===== src/rtl/ins_fetcher_if.sv =====
// Fetch-stage bus bundle: memory port, predictor handshake, redirects and decode queue head.
interface ins_fetcher_if;
   logic        mem_req;
   logic [31:0] mem_addr;
   logic        mem_valid;
   logic [31:0] mem_data;
   logic        ask_predictor;
   logic [31:0] now_ins_addr;
   logic [31:0] jump_addr_from_if;
   logic [31:0] next_addr_from_if;
   logic        jump;
   logic        predictor_sgn_rdy;
   logic        predictor_full;
   logic        if_flush;
   logic [31:0] addr_to_if;
   logic        jalr_done;
   logic [31:0] jalr_target;
   logic        ins_valid;
   logic [31:0] ins;
   logic [31:0] ins_pc;
   logic        ins_pred_jump;
   logic        ins_accept;

   modport master (
      output mem_req, mem_addr, ask_predictor, now_ins_addr, jump_addr_from_if,
             next_addr_from_if, ins_valid, ins, ins_pc, ins_pred_jump,
      input  mem_valid, mem_data, jump, predictor_sgn_rdy, predictor_full, if_flush,
             addr_to_if, jalr_done, jalr_target, ins_accept
   );

   modport slave (
      input  mem_req, mem_addr, ask_predictor, now_ins_addr, jump_addr_from_if,
             next_addr_from_if, ins_valid, ins, ins_pc, ins_pred_jump,
      output mem_valid, mem_data, jump, predictor_sgn_rdy, predictor_full, if_flush,
             addr_to_if, jalr_done, jalr_target, ins_accept
   );
endinterface


===== src/rtl/ins_fetcher.sv =====
// Instruction fetch with branch pre-decode, predictor handshake and decode queue.
// Optional IF_STATIC_JAL_EN: JAL is taken statically instead of waiting for jalr_done.
module ins_fetcher #(
   parameter int unsigned IQ_DEPTH = 4,
   parameter logic [31:0] RESET_PC = 32'h0
) (
   input  logic          clk,
   input  logic          rst,
   input  logic          rdy,
   ins_fetcher_if.master bus
);
   localparam int unsigned PTR_W = (IQ_DEPTH > 1) ? $clog2(IQ_DEPTH) : 1;
   localparam int unsigned CNT_W = PTR_W + 1;
   localparam logic [6:0]  OP_BRANCH = 7'b1100011;
   localparam logic [6:0]  OP_JAL    = 7'b1101111;
   localparam logic [6:0]  OP_JALR   = 7'b1100111;

   typedef enum logic [1:0] {S_FETCH, S_PFULL, S_PRED, S_JALR} state_t;

   state_t           r_state, w_state_next;
   logic [31:0]      r_pc, r_br_ins, r_mem_addr;
   logic             r_discard, r_mem_req, r_ask;
   logic [31:0]      r_now_addr, r_jump_addr, r_next_addr;
   logic [31:0]      r_q_ins [IQ_DEPTH];
   logic [31:0]      r_q_pc  [IQ_DEPTH];
   logic             r_q_pred[IQ_DEPTH];
   logic [PTR_W-1:0] r_head, r_tail;
   logic [CNT_W-1:0] r_count;

   logic             w_resp, w_deq, w_enq, w_enq_pred, w_ask_next, w_discard_next, w_latch_br;
   logic             w_mem_req_next;
   logic [6:0]       w_op;
   logic [31:0]      w_br_word, w_imm_b, w_br_target, w_pc_plus4, w_pc_next, w_enq_ins;
   logic [31:0]      w_mem_addr_next;
   logic [PTR_W-1:0] w_head_next, w_tail_next;
   logic [CNT_W-1:0] w_count_next;

   assign w_resp      = bus.mem_valid && r_mem_req;
   assign w_deq       = bus.ins_accept && (r_count != '0);
   assign w_op        = bus.mem_data[6:0];
   assign w_br_word   = (r_state == S_FETCH) ? bus.mem_data : r_br_ins;
   assign w_imm_b     = {{20{w_br_word[31]}}, w_br_word[7], w_br_word[30:25], w_br_word[11:8], 1'b0};
   assign w_br_target = r_pc + w_imm_b;
   assign w_pc_plus4  = r_pc + 32'd4;

`ifdef IF_STATIC_JAL_EN
   logic [31:0] w_imm_j;
   assign w_imm_j = {{12{bus.mem_data[31]}}, bus.mem_data[19:12], bus.mem_data[20],
                     bus.mem_data[30:21], 1'b0};
`endif

   always_ff @(posedge clk) begin
      if (!rst)     r_state <= S_FETCH;
      else if (rdy) r_state <= w_state_next;
   end

   always_comb begin
      w_state_next = r_state;
      if (bus.if_flush) begin
         w_state_next = S_FETCH;
      end else begin
         case (r_state)
            S_FETCH: begin
               if (w_resp && !r_discard) begin
                  case (w_op)
                     OP_BRANCH: w_state_next = bus.predictor_full ? S_PFULL : S_PRED;
`ifdef IF_STATIC_JAL_EN
                     OP_JAL:    w_state_next = S_FETCH;
`else
                     OP_JAL:    w_state_next = S_JALR;
`endif
                     OP_JALR:   w_state_next = S_JALR;
                     default:   w_state_next = S_FETCH;
                  endcase
               end
            end
            S_PFULL: if (!bus.predictor_full)   w_state_next = S_PRED;
            S_PRED:  if (bus.predictor_sgn_rdy) w_state_next = S_FETCH;
            S_JALR:  if (bus.jalr_done)         w_state_next = S_FETCH;
            default: w_state_next = S_FETCH;
         endcase
      end
   end

   // Per-state datapath actions; flush overrides everything in its cycle.
   always_comb begin
      w_pc_next      = r_pc;
      w_enq          = 1'b0;
      w_enq_ins      = bus.mem_data;
      w_enq_pred     = 1'b0;
      w_ask_next     = 1'b0;
      w_discard_next = r_discard;
      w_latch_br     = 1'b0;
      if (bus.if_flush) begin
         w_pc_next      = bus.addr_to_if;
         w_discard_next = r_mem_req && !bus.mem_valid;
      end else begin
         case (r_state)
            S_FETCH: begin
               if (w_resp && r_discard) begin
                  w_discard_next = 1'b0;
               end else if (w_resp) begin
                  case (w_op)
                     OP_BRANCH: begin
                        w_latch_br = 1'b1;
                        w_ask_next = !bus.predictor_full;
                     end
                     OP_JAL: begin
                        w_enq = 1'b1;
`ifdef IF_STATIC_JAL_EN
                        w_enq_pred = 1'b1;
                        w_pc_next  = r_pc + w_imm_j;
`endif
                     end
                     OP_JALR: w_enq = 1'b1;
                     default: begin
                        w_enq     = 1'b1;
                        w_pc_next = w_pc_plus4;
                     end
                  endcase
               end
            end
            S_PFULL: w_ask_next = !bus.predictor_full;
            S_PRED: begin
               if (bus.predictor_sgn_rdy) begin
                  w_enq      = 1'b1;
                  w_enq_ins  = r_br_ins;
                  w_enq_pred = bus.jump;
                  w_pc_next  = bus.jump ? w_br_target : w_pc_plus4;
               end
            end
            S_JALR: if (bus.jalr_done) w_pc_next = bus.jalr_target;
            default: ;
         endcase
      end
   end

   always_comb begin
      w_head_next  = r_head + PTR_W'(w_deq);
      w_tail_next  = r_tail + PTR_W'(w_enq);
      w_count_next = r_count + CNT_W'(w_enq) - CNT_W'(w_deq);
      if (bus.if_flush) begin
         w_head_next  = '0;
         w_tail_next  = '0;
         w_count_next = '0;
      end
   end

   // A request stays up with a frozen address until its response returns.
   always_comb begin
      w_mem_req_next  = 1'b0;
      w_mem_addr_next = r_mem_addr;
      if (r_mem_req && !bus.mem_valid) begin
         w_mem_req_next = 1'b1;
      end else if (w_state_next == S_FETCH && !w_discard_next &&
                   w_count_next < CNT_W'(IQ_DEPTH)) begin
         w_mem_req_next  = 1'b1;
         w_mem_addr_next = w_pc_next;
      end
   end

   always_ff @(posedge clk) begin
      if (!rst) begin
         r_pc        <= RESET_PC;
         r_br_ins    <= '0;
         r_discard   <= 1'b0;
         r_mem_req   <= 1'b0;
         r_mem_addr  <= RESET_PC;
         r_ask       <= 1'b0;
         r_now_addr  <= '0;
         r_jump_addr <= '0;
         r_next_addr <= '0;
         r_head      <= '0;
         r_tail      <= '0;
         r_count     <= '0;
         for (int i = 0; i < int'(IQ_DEPTH); i++) begin
            r_q_ins[i]  <= '0;
            r_q_pc[i]   <= '0;
            r_q_pred[i] <= 1'b0;
         end
      end else if (rdy) begin
         r_pc       <= w_pc_next;
         r_discard  <= w_discard_next;
         r_mem_req  <= w_mem_req_next;
         r_mem_addr <= w_mem_addr_next;
         r_ask      <= w_ask_next;
         if (w_ask_next) begin
            r_now_addr  <= r_pc;
            r_jump_addr <= w_br_target;
            r_next_addr <= w_pc_plus4;
         end
         if (w_latch_br) r_br_ins <= bus.mem_data;
         if (w_enq) begin
            r_q_ins[r_tail]  <= w_enq_ins;
            r_q_pc[r_tail]   <= r_pc;
            r_q_pred[r_tail] <= w_enq_pred;
         end
         r_head  <= w_head_next;
         r_tail  <= w_tail_next;
         r_count <= w_count_next;
      end
   end

   assign bus.mem_req           = r_mem_req;
   assign bus.mem_addr          = r_mem_addr;
   assign bus.ask_predictor     = r_ask;
   assign bus.now_ins_addr      = r_now_addr;
   assign bus.jump_addr_from_if = r_jump_addr;
   assign bus.next_addr_from_if = r_next_addr;
   assign bus.ins_valid         = (r_count != '0);
   assign bus.ins               = r_q_ins[r_head];
   assign bus.ins_pc            = r_q_pc[r_head];
   assign bus.ins_pred_jump     = r_q_pred[r_head];
endmodule


===== src/flat_wrapper.sv =====
// flat-port wrapper written by rule: the top's interface ports become plain ports
module ins_fetcher_flat 
#(
   parameter int unsigned IQ_DEPTH = 4,
   parameter logic [31:0] RESET_PC = 32'h0
)
  (clk, rst, rdy, bus_mem_req, bus_mem_addr, bus_ask_predictor, bus_now_ins_addr, bus_jump_addr_from_if, bus_next_addr_from_if, bus_ins_valid, bus_ins, bus_ins_pc, bus_ins_pred_jump, bus_mem_valid, bus_mem_data, bus_jump, bus_predictor_sgn_rdy, bus_predictor_full, bus_if_flush, bus_addr_to_if, bus_jalr_done, bus_jalr_target, bus_ins_accept);
  ins_fetcher_if bus_i ();
  input  logic clk;
  input  logic rst;
  input  logic rdy;
  output wire logic [$bits(bus_i.mem_req)-1:0] bus_mem_req;
  output wire logic [$bits(bus_i.mem_addr)-1:0] bus_mem_addr;
  output wire logic [$bits(bus_i.ask_predictor)-1:0] bus_ask_predictor;
  output wire logic [$bits(bus_i.now_ins_addr)-1:0] bus_now_ins_addr;
  output wire logic [$bits(bus_i.jump_addr_from_if)-1:0] bus_jump_addr_from_if;
  output wire logic [$bits(bus_i.next_addr_from_if)-1:0] bus_next_addr_from_if;
  output wire logic [$bits(bus_i.ins_valid)-1:0] bus_ins_valid;
  output wire logic [$bits(bus_i.ins)-1:0] bus_ins;
  output wire logic [$bits(bus_i.ins_pc)-1:0] bus_ins_pc;
  output wire logic [$bits(bus_i.ins_pred_jump)-1:0] bus_ins_pred_jump;
  input wire logic [$bits(bus_i.mem_valid)-1:0] bus_mem_valid;
  input wire logic [$bits(bus_i.mem_data)-1:0] bus_mem_data;
  input wire logic [$bits(bus_i.jump)-1:0] bus_jump;
  input wire logic [$bits(bus_i.predictor_sgn_rdy)-1:0] bus_predictor_sgn_rdy;
  input wire logic [$bits(bus_i.predictor_full)-1:0] bus_predictor_full;
  input wire logic [$bits(bus_i.if_flush)-1:0] bus_if_flush;
  input wire logic [$bits(bus_i.addr_to_if)-1:0] bus_addr_to_if;
  input wire logic [$bits(bus_i.jalr_done)-1:0] bus_jalr_done;
  input wire logic [$bits(bus_i.jalr_target)-1:0] bus_jalr_target;
  input wire logic [$bits(bus_i.ins_accept)-1:0] bus_ins_accept;
  assign bus_mem_req = bus_i.mem_req;
  assign bus_mem_addr = bus_i.mem_addr;
  assign bus_ask_predictor = bus_i.ask_predictor;
  assign bus_now_ins_addr = bus_i.now_ins_addr;
  assign bus_jump_addr_from_if = bus_i.jump_addr_from_if;
  assign bus_next_addr_from_if = bus_i.next_addr_from_if;
  assign bus_ins_valid = bus_i.ins_valid;
  assign bus_ins = bus_i.ins;
  assign bus_ins_pc = bus_i.ins_pc;
  assign bus_ins_pred_jump = bus_i.ins_pred_jump;
  assign bus_i.mem_valid = bus_mem_valid;
  assign bus_i.mem_data = bus_mem_data;
  assign bus_i.jump = bus_jump;
  assign bus_i.predictor_sgn_rdy = bus_predictor_sgn_rdy;
  assign bus_i.predictor_full = bus_predictor_full;
  assign bus_i.if_flush = bus_if_flush;
  assign bus_i.addr_to_if = bus_addr_to_if;
  assign bus_i.jalr_done = bus_jalr_done;
  assign bus_i.jalr_target = bus_jalr_target;
  assign bus_i.ins_accept = bus_ins_accept;
  ins_fetcher #(.IQ_DEPTH(IQ_DEPTH), .RESET_PC(RESET_PC)) u_core (.clk(clk), .rst(rst), .rdy(rdy), .bus(bus_i));
endmodule

===== config.mk =====
export PLATFORM = sky130hd
export DESIGN_NAME = ins_fetcher_flat
export DESIGN_NICKNAME = d
export VERILOG_FILES = /design/src/rtl/ins_fetcher_if.sv /design/src/rtl/ins_fetcher.sv /design/src/flat_wrapper.sv
export SDC_FILE = /design/constraint.sdc
export NUM_CORES = 1
export LEC_CHECK = 0
export ABC_AREA = 1
export BUFFER_PORTS_ARGS = -buffer_cell sky130_fd_sc_hd__buf_2
export CAP_MARGIN = 20
export CORE_MARGIN = 4
export CORE_UTILIZATION = 50
export CTS_BUF_LIST = sky130_fd_sc_hd__clkbuf_4 sky130_fd_sc_hd__clkbuf_8 sky130_fd_sc_hd__clkbuf_16
export CTS_CLUSTER_SIZE = 40
export DETAILED_ROUTE_END_ITERATION = 10
export PLACE_DENSITY_LB_ADDON = 0.2
export SKIP_LAST_GASP = 1
export SLEW_MARGIN = 20
export SYNTH_ARGS = -nofsm -noshare
export SYNTH_HDL_FRONTEND = slang
export SYNTH_SLANG_ARGS = --single-unit

===== constraint.sdc =====
create_clock -name clk -period 4.3 [get_ports clk]
set_input_delay 0.43 -clock clk [delete_from_list [all_inputs] [get_ports clk]]
set_output_delay 0.43 -clock clk [all_outputs]
set_load 0.05 [all_outputs]

==> results.json, run 1 <==
{
  "cpPeakStageDelay_ns": 0.57,
  "core_mm2": 0.04567,
  "dpl_worst_slack_ns": 0.5548,
  "drive_above_1_share_pct": 14.92,
  "finalSetupViolations": 0,
  "rrSetupSlack_ns": 0.46,
  "die_h_um": 223.6,
  "rsz0062_at_grt": "no",
  "cp.arrival_ns": 4.35,
  "hp-class": "in -> reg",
  "htree_num_levels": 2,
  "numCtsBuffers": 49,
  "synth-seq-area-share_pct": 50.95,
  "wl_per_cell_um": 22.08,
  "endpoint_kind": "register",
  "antenna_found_initial": 1,
  "crit_path_start": "u_core.r_state[1]",
  "ir_worst_vdd_mv": 0.2654,
  "io_pins": 302,
  "status": "complete, no violations",
  "cpMostUsedCell": "inv_2",
  "relSlewSlack_pct": 37.62,
  "synth-seq-cells": 463,
  "rows": 78,
  "cp_cell_sequence": "inv_2 > nor2_2 > buf_4 > inv_2 > nor2_2 > inv_2 > a21oi_4 > ha_1 > inv_1 > fa_1 > inv_1 > a21oi_1 > nor2_1 > nand3_1 > nor2_4 > buf_12 > o21ai_0 > a21oi_1",
  "avgViaCountPerCell": 5.805,
  "power_density_mw_per_mm2": 412.9,
  "path_class": "reg -> reg",
  "drt_wl_total_um": 82940,
  "clk_path_buf_depth": 3,
  "grt_overflow": 0,
  "cts_setup_buffers": 0,
  "rr_startpoint": "u_core.r_state[1]",
  "grt_max_degree": 98,
  "nets": 3260,
  "clk_pin_slew_worst_paths_ns": 0.06,
  "yosysWarnings": 0,
  "max_freq_ghz": 0.2607,
  "synth_area_leaders": "edfxtp_1, dfxtp_1, nor2_1, o21ai_0, nand2_1",
  "cp.required_ns": 4.81,
  "cts_hold_buf": 0,
  "dieArea_mm2": 0.05000,
  "track_usage_pct": 31.80,
  "worstReg2RegEnd": "u_core.bus.mem_addr[26]",
  "max_cap_viol_count": 0,
  "yosys.area.top_type": "edfxtp_1",
  "ant_nets": 0,
  "initial_core_util_pct": 50.89,
  "synth_top_area_share_pct": 33.20,
  "crit_slowest_cell": "nor2_4",
  "cts_tree": "done",
  "cts_resized": 0,
  "worstSetupStartpointType": "register",
  "syn_inst": 2902,
  "fin_ws_ns": 0.4634,
  "cp-endpoint": "u_core.bus.mem_addr[26]",
  "grt_pass1_wl_um": 123900,
  "synthToLayoutAreaGrowth_pct": 15.26,
  "cts_root_buf": "clkbuf_16",
  "period_minus_slack_ns": 3.837,
  "routabilityCongestion": 1.019,
  "synth_area_mm2": 0.02324,
  "path_max_fanout": 36,
  "clk_latency_ns": 0.61,
  "static-leakage-power_nw": 11.79,
  "num_vias": 21811,
  "drv_slew": 0,
  "synthesis.nets": 3047,
  "finalSetupTns_ns": 0,
  "hold_viol": 0,
  "yosys.cell_types.count": 43,
  "worst_pin_slew_ns": 0.9357,
  "dp_hpwl_um": 57600,
  "syn_area_per_cell_um2": 8.009,
  "drc": 0,
  "holdPathStages": 3,
  "period_share_pct": 89.22,
  "clock_skew_ns": 0.02619,
  "numClockSinks": 463,
  "port_buffers": 301,
  "first_global_vias": 20726,
  "rr_worst_depth": 18,
  "die_w_um": 223.6,
  "first_pass_iters": 6,
  "drt_iter0_drc": 2025
}
layer usage:
| metal | up-vias | GRT usage, % | routed length [µm] |
|---|---|---|---|
| li1 | 10220 | - | - |
| met1 | 10310 | 41.03 | 32250 |
| met2 | 1066 | 52.40 | 39100 |
| met3 | 213 | 5.582 | 7081 |
| met4 | 2 | 15.07 | 4486 |
| met5 | - | 0 | 13 |
registers in the layout, summed over array words and instances (netlist names), named ones only:
register and count:
u_core.bus.ask_predictor 1, u_core.bus.jump_addr_from_if 31, u_core.bus.mem_addr 32, u_core.bus.mem_req 1
u_core.bus.next_addr_from_if 32, u_core.bus.now_ins_addr 30, u_core.r_br_ins 32, u_core.r_count 3
u_core.r_discard 1, u_core.r_head 2, u_core.r_pc 32, u_core.r_q_ins 128
u_core.r_q_pc 128, u_core.r_q_pred 4, u_core.r_state 2, u_core.r_tail 2
stage by stage:
stage | instances | hold slack [ns] | cell area [µm²] | util (%) | total power, mW
finish | 3757 | 0.08778 | 26790 | 58.65 | 11.06
global route | 3756 | 0.09035 | 26790 | 58.65 | 11.43
CTS | 3755 | 0.06244 | 26770 | 58.60 | 11.08
detailed placement | 3663 | 0.4411 | 25140 | 55.04 | 6.841
global placement | 3663 | 0.4335 | 25140 | 55.04 | 6.829
floorplan | 2902 | 0.4242 | 23240 | - | 6.207
Yosys cell counts, drive strengths merged:
master	count
o21a	1
a21boi	3
nor2	525
a21oi	244
a21o	1
o2111ai	3
ha	37
clkinv	12
nor3	56
a221oi	3
mux2i	13
o21ai	377
fa	2
o211ai	29
and3	1
inv	239
and2	4
xor2	31
a31oi	3
nand4	13
xnor2	4
dfxtp	206
edfxtp	257
a22oi	7
o221ai	1
or2	11
o22ai	66
nand2	425
nand3	131
a2bb2oi	1
o21bai	8
a211oi	4
clkbuf	133
buf	51
worst min-delay path by stage:
stage                             from  slack [ns]                  end
detailed placement  u_core.r_br_ins[2]        0.44   u_core.r_br_ins[2]
finish                bus_mem_data[16]        0.09  u_core.r_br_ins[16]
global route          bus_mem_data[24]        0.09  u_core.r_br_ins[24]
global placement    u_core.r_br_ins[2]        0.43   u_core.r_br_ins[2]
floorplan           u_core.r_br_ins[2]        0.42   u_core.r_br_ins[2]
CTS                   bus_mem_data[20]        0.06  u_core.r_br_ins[20]
placed cells by master, fill, tap and decap left out, types with 5 or more instances in the layout:
cell type  count
or2_2         11
clkbuf_8       5
inv_1        232
nand2_1      419
inv_2          6
nor3_1        55
clkinv_1      16
xor2_1        31
nand4_1       13
clkbuf_4      19
o22ai_1       66
clkinv_2       7
nand3_1      130
buf_2        300
edfxtp_1     257
a22oi_1        7
o211ai_1      29
dfxtp_1      204
nor2_2         6
buf_12         5
nand2_2        6
o21bai_1       8
buf_4         41
clkbuf_16     50
ha_1          37
a21oi_1      243
mux2i_1       13
nor2_1       517
o21ai_0      376
where the power goes:
part           switching [mW]  internal, mW  leakage [nW]
sequential              0.146          4.84          4.33
clock                    1.79          2.49         0.825
combinational            1.36         0.435          6.64
total                    3.30          7.76          11.8
layout make-up:
class / count / area, µm²
timing repair buffer: 346 / 1909
tap: 600 / 750.7
fill: 4200 / 18880
inverter: 251 / 945.9
multi-input combinational: 2004 / 9704
clock inverter: 18 / 167.7
clock buffer: 74 / 1463
antenna: 1 / 2.502
sequential: 463 / 11850
critical path: cells and delay by family, from the launching register on:
family,cells,cell delay (ns)
compound gates,4,0.60
buf+inv,7,1.01
flops,1,0.51
fa+ha+maj,2,0.55
simple gates,5,1.06
cell families after synthesis:
group	count (synthesis)	share of synthesized area (%)
XOR/XNOR	35	1.319
buffers and inverters	435	7.450
adder cells (fa/ha/maj)	39	2.164
AND/OR/NAND/NOR	1166	20.27
flip-flops	463	50.95
multiplexers	13	0.5598
AO/OA/AOI/OAI	751	17.29
(Power assumes the default switching activity.)
==> run 2: changes to the inputs <==
Clock period 4.3 ns to 4.82 ns, I/O delays scaled along.
==> results.json, run 2 (same netlist as run 1, synthesis figures left out) <==
{
  "multi_input_area_mm2": 0.009704,
  "io_pins": 302,
  "wl_per_cell_um": 22.24,
  "reg.largest.list": "u_core.r_q_ins x128, u_core.r_q_pc x128",
  "drt_wl_total_um": 83270,
  "hold_ws_ns": 0.1356,
  "relSlewSlack_pct": 29.63,
  "ir_worst_vdd_mv": 0.3870,
  "path_max_fanout": 36,
  "final_cells": 3744,
  "fin_ws_ns": 0.8798,
  "period_share_pct": 81.75,
  "clock_skew_ns": 0.01999,
  "worst_pin_slew_ns": 1.054,
  "avgViaCountPerCell": 5.817,
  "worstSetupStartpointType": "register",
  "path_class": "reg -> reg",
  "finalSetupTns_ns": 0,
  "status": "complete, no violations",
  "dieArea_mm2": 0.05000,
  "drc": 0,
  "cp.required_ns": 5.33,
  "rows": 78,
  "finalSetupViolations": 0,
  "clk_latency_ns": 0.59,
  "cts_setup_buffers": 0,
  "endpoint_kind": "register",
  "synthToLayoutAreaGrowth_pct": 15.19,
  "grt_max_degree": 112,
  "cp.arrival_ns": 4.45,
  "cts_resized": 0,
  "cts_tree": "done",
  "grt_overflow": 0,
  "cts_hold_buf": 0,
  "final_util_pct": 58.62,
  "clk_pin_slew_worst_paths_ns": 0.07,
  "numCtsBuffers": 48,
  "core_mm2": 0.04567,
  "first_global_vias": 20744,
  "grt_pass1_wl_um": 123900,
  "rsz0062_at_grt": "no",
  "static-leakage-power_nw": 11.75,
  "wl_met1_um": 32780,
  "hp-class": "in -> reg",
  "first_pass_iters": 6,
  "dpl_worst_slack_ns": 0.9965,
  "initial_core_util_pct": 50.89,
  "nets": 3250,
  "max_freq_ghz": 0.2538,
  "routabilityCongestion": 1.025,
  "drt_iter0_drc": 2275,
  "antenna_found_initial": 3,
  "drv_slew": 0,
  "dp.cells": 3655,
  "rrSetupSlack_ns": 0.88,
  "cts_root_buf": "clkbuf_16",
  "dr_wl_met3_um": 7003,
  "power_density_mw_per_mm2": 376.0,
  "track_usage_pct": 31.84,
  "final_cell_mix": "nor2_1, nand2_1, o21ai_0",
  "final_common_cell": "nor2_1",
  "clk_path_buf_depth": 3,
  "numClockSinks": 463,
  "die_h_um": 223.6,
  "wl_met2_um": 39250,
  "nFillCells": 4176,
  "seqCellArea_mm2": 0.01185,
  "num_vias": 21779,
  "dp_hpwl_um": 57470,
  "drive_above_1_share_pct": 14.51,
  "max_cap_viol_count": 0,
  "port_buffers": 301,
  "routed.top_layer": "met5",
  "htree_num_levels": 2,
  "hold_viol": 0,
  "ant_nets": 0,
  "die_w_um": 223.6,
  "period_minus_slack_ns": 3.940
}
run 2: changes by cell type in the layout (fill, tap and decap cells not counted), sizes merged:
cell	delta
clkinv	+1
bufinv	+6
clkbuf	-10
diode	+1
buf	-9
inv	-2
run 2: area by class of cell:
class	instances	share of cell area [%]
multi-input cells	2004	36.25
clock buffers	64	5.122
repair buffers	337	6.800
flip-flops and latches	463	44.25
well taps	600	2.804
inverters	251	3.533
clock inverters	23	1.229
diodes	2	0.01869
run 2: report_power, final:
group | internal (mW) | switching [mW]
registers | 4.32 | 0.134
clock network | 2.43 | 1.60
logic | 0.381 | 1.21
run 2: metrics by stage:
step / power, mW / cell area (µm²)
5_1_grt: 10.39 / 26770
6_report: 10.07 / 26770
2_1_floorplan: 5.537 / 23240
4_1_cts: 10.07 / 26760
3_3_place_gp: 6.082 / 25060
3_5_place_dp: 6.093 / 25060
run 2: worst max-delay path, stage by stage, from the launching register on:
cell     delay, ns
dfxtp_1       0.51
inv_2         0.09
nor2_2        0.10
buf_4         0.26
inv_2         0.19
nor2_2        0.14
inv_2         0.07
a21oi_4       0.25
ha_1          0.19
inv_1         0.05
fa_1          0.36
inv_1         0.08
a21oi_1       0.09
nor2_1        0.12
nand3_1       0.15
nor2_4        0.64
buf_12        0.27
o21ai_0       0.09
a21oi_1       0.17
run 2: worst paths after layout:
check,cells past startpoint,from,endpoint
worst max register to register,18,u_core.r_state[1],u_core.bus.mem_addr[21]
worst min register to register,2,u_core.r_br_ins[2],u_core.r_br_ins[2]
worst max-delay path,18,u_core.r_state[1],u_core.bus.mem_addr[21]
worst min-delay path,3,bus_mem_data[16],u_core.r_br_ins[16]
run 2: metal layers:
layer  vias to the layer above  global-route usage (%)
met5                         -                       0
met1                     10291                   41.13
met3                       221                   5.740
li1                      10191                       -
met4                         2                   13.38
met2                      1074                   53.10
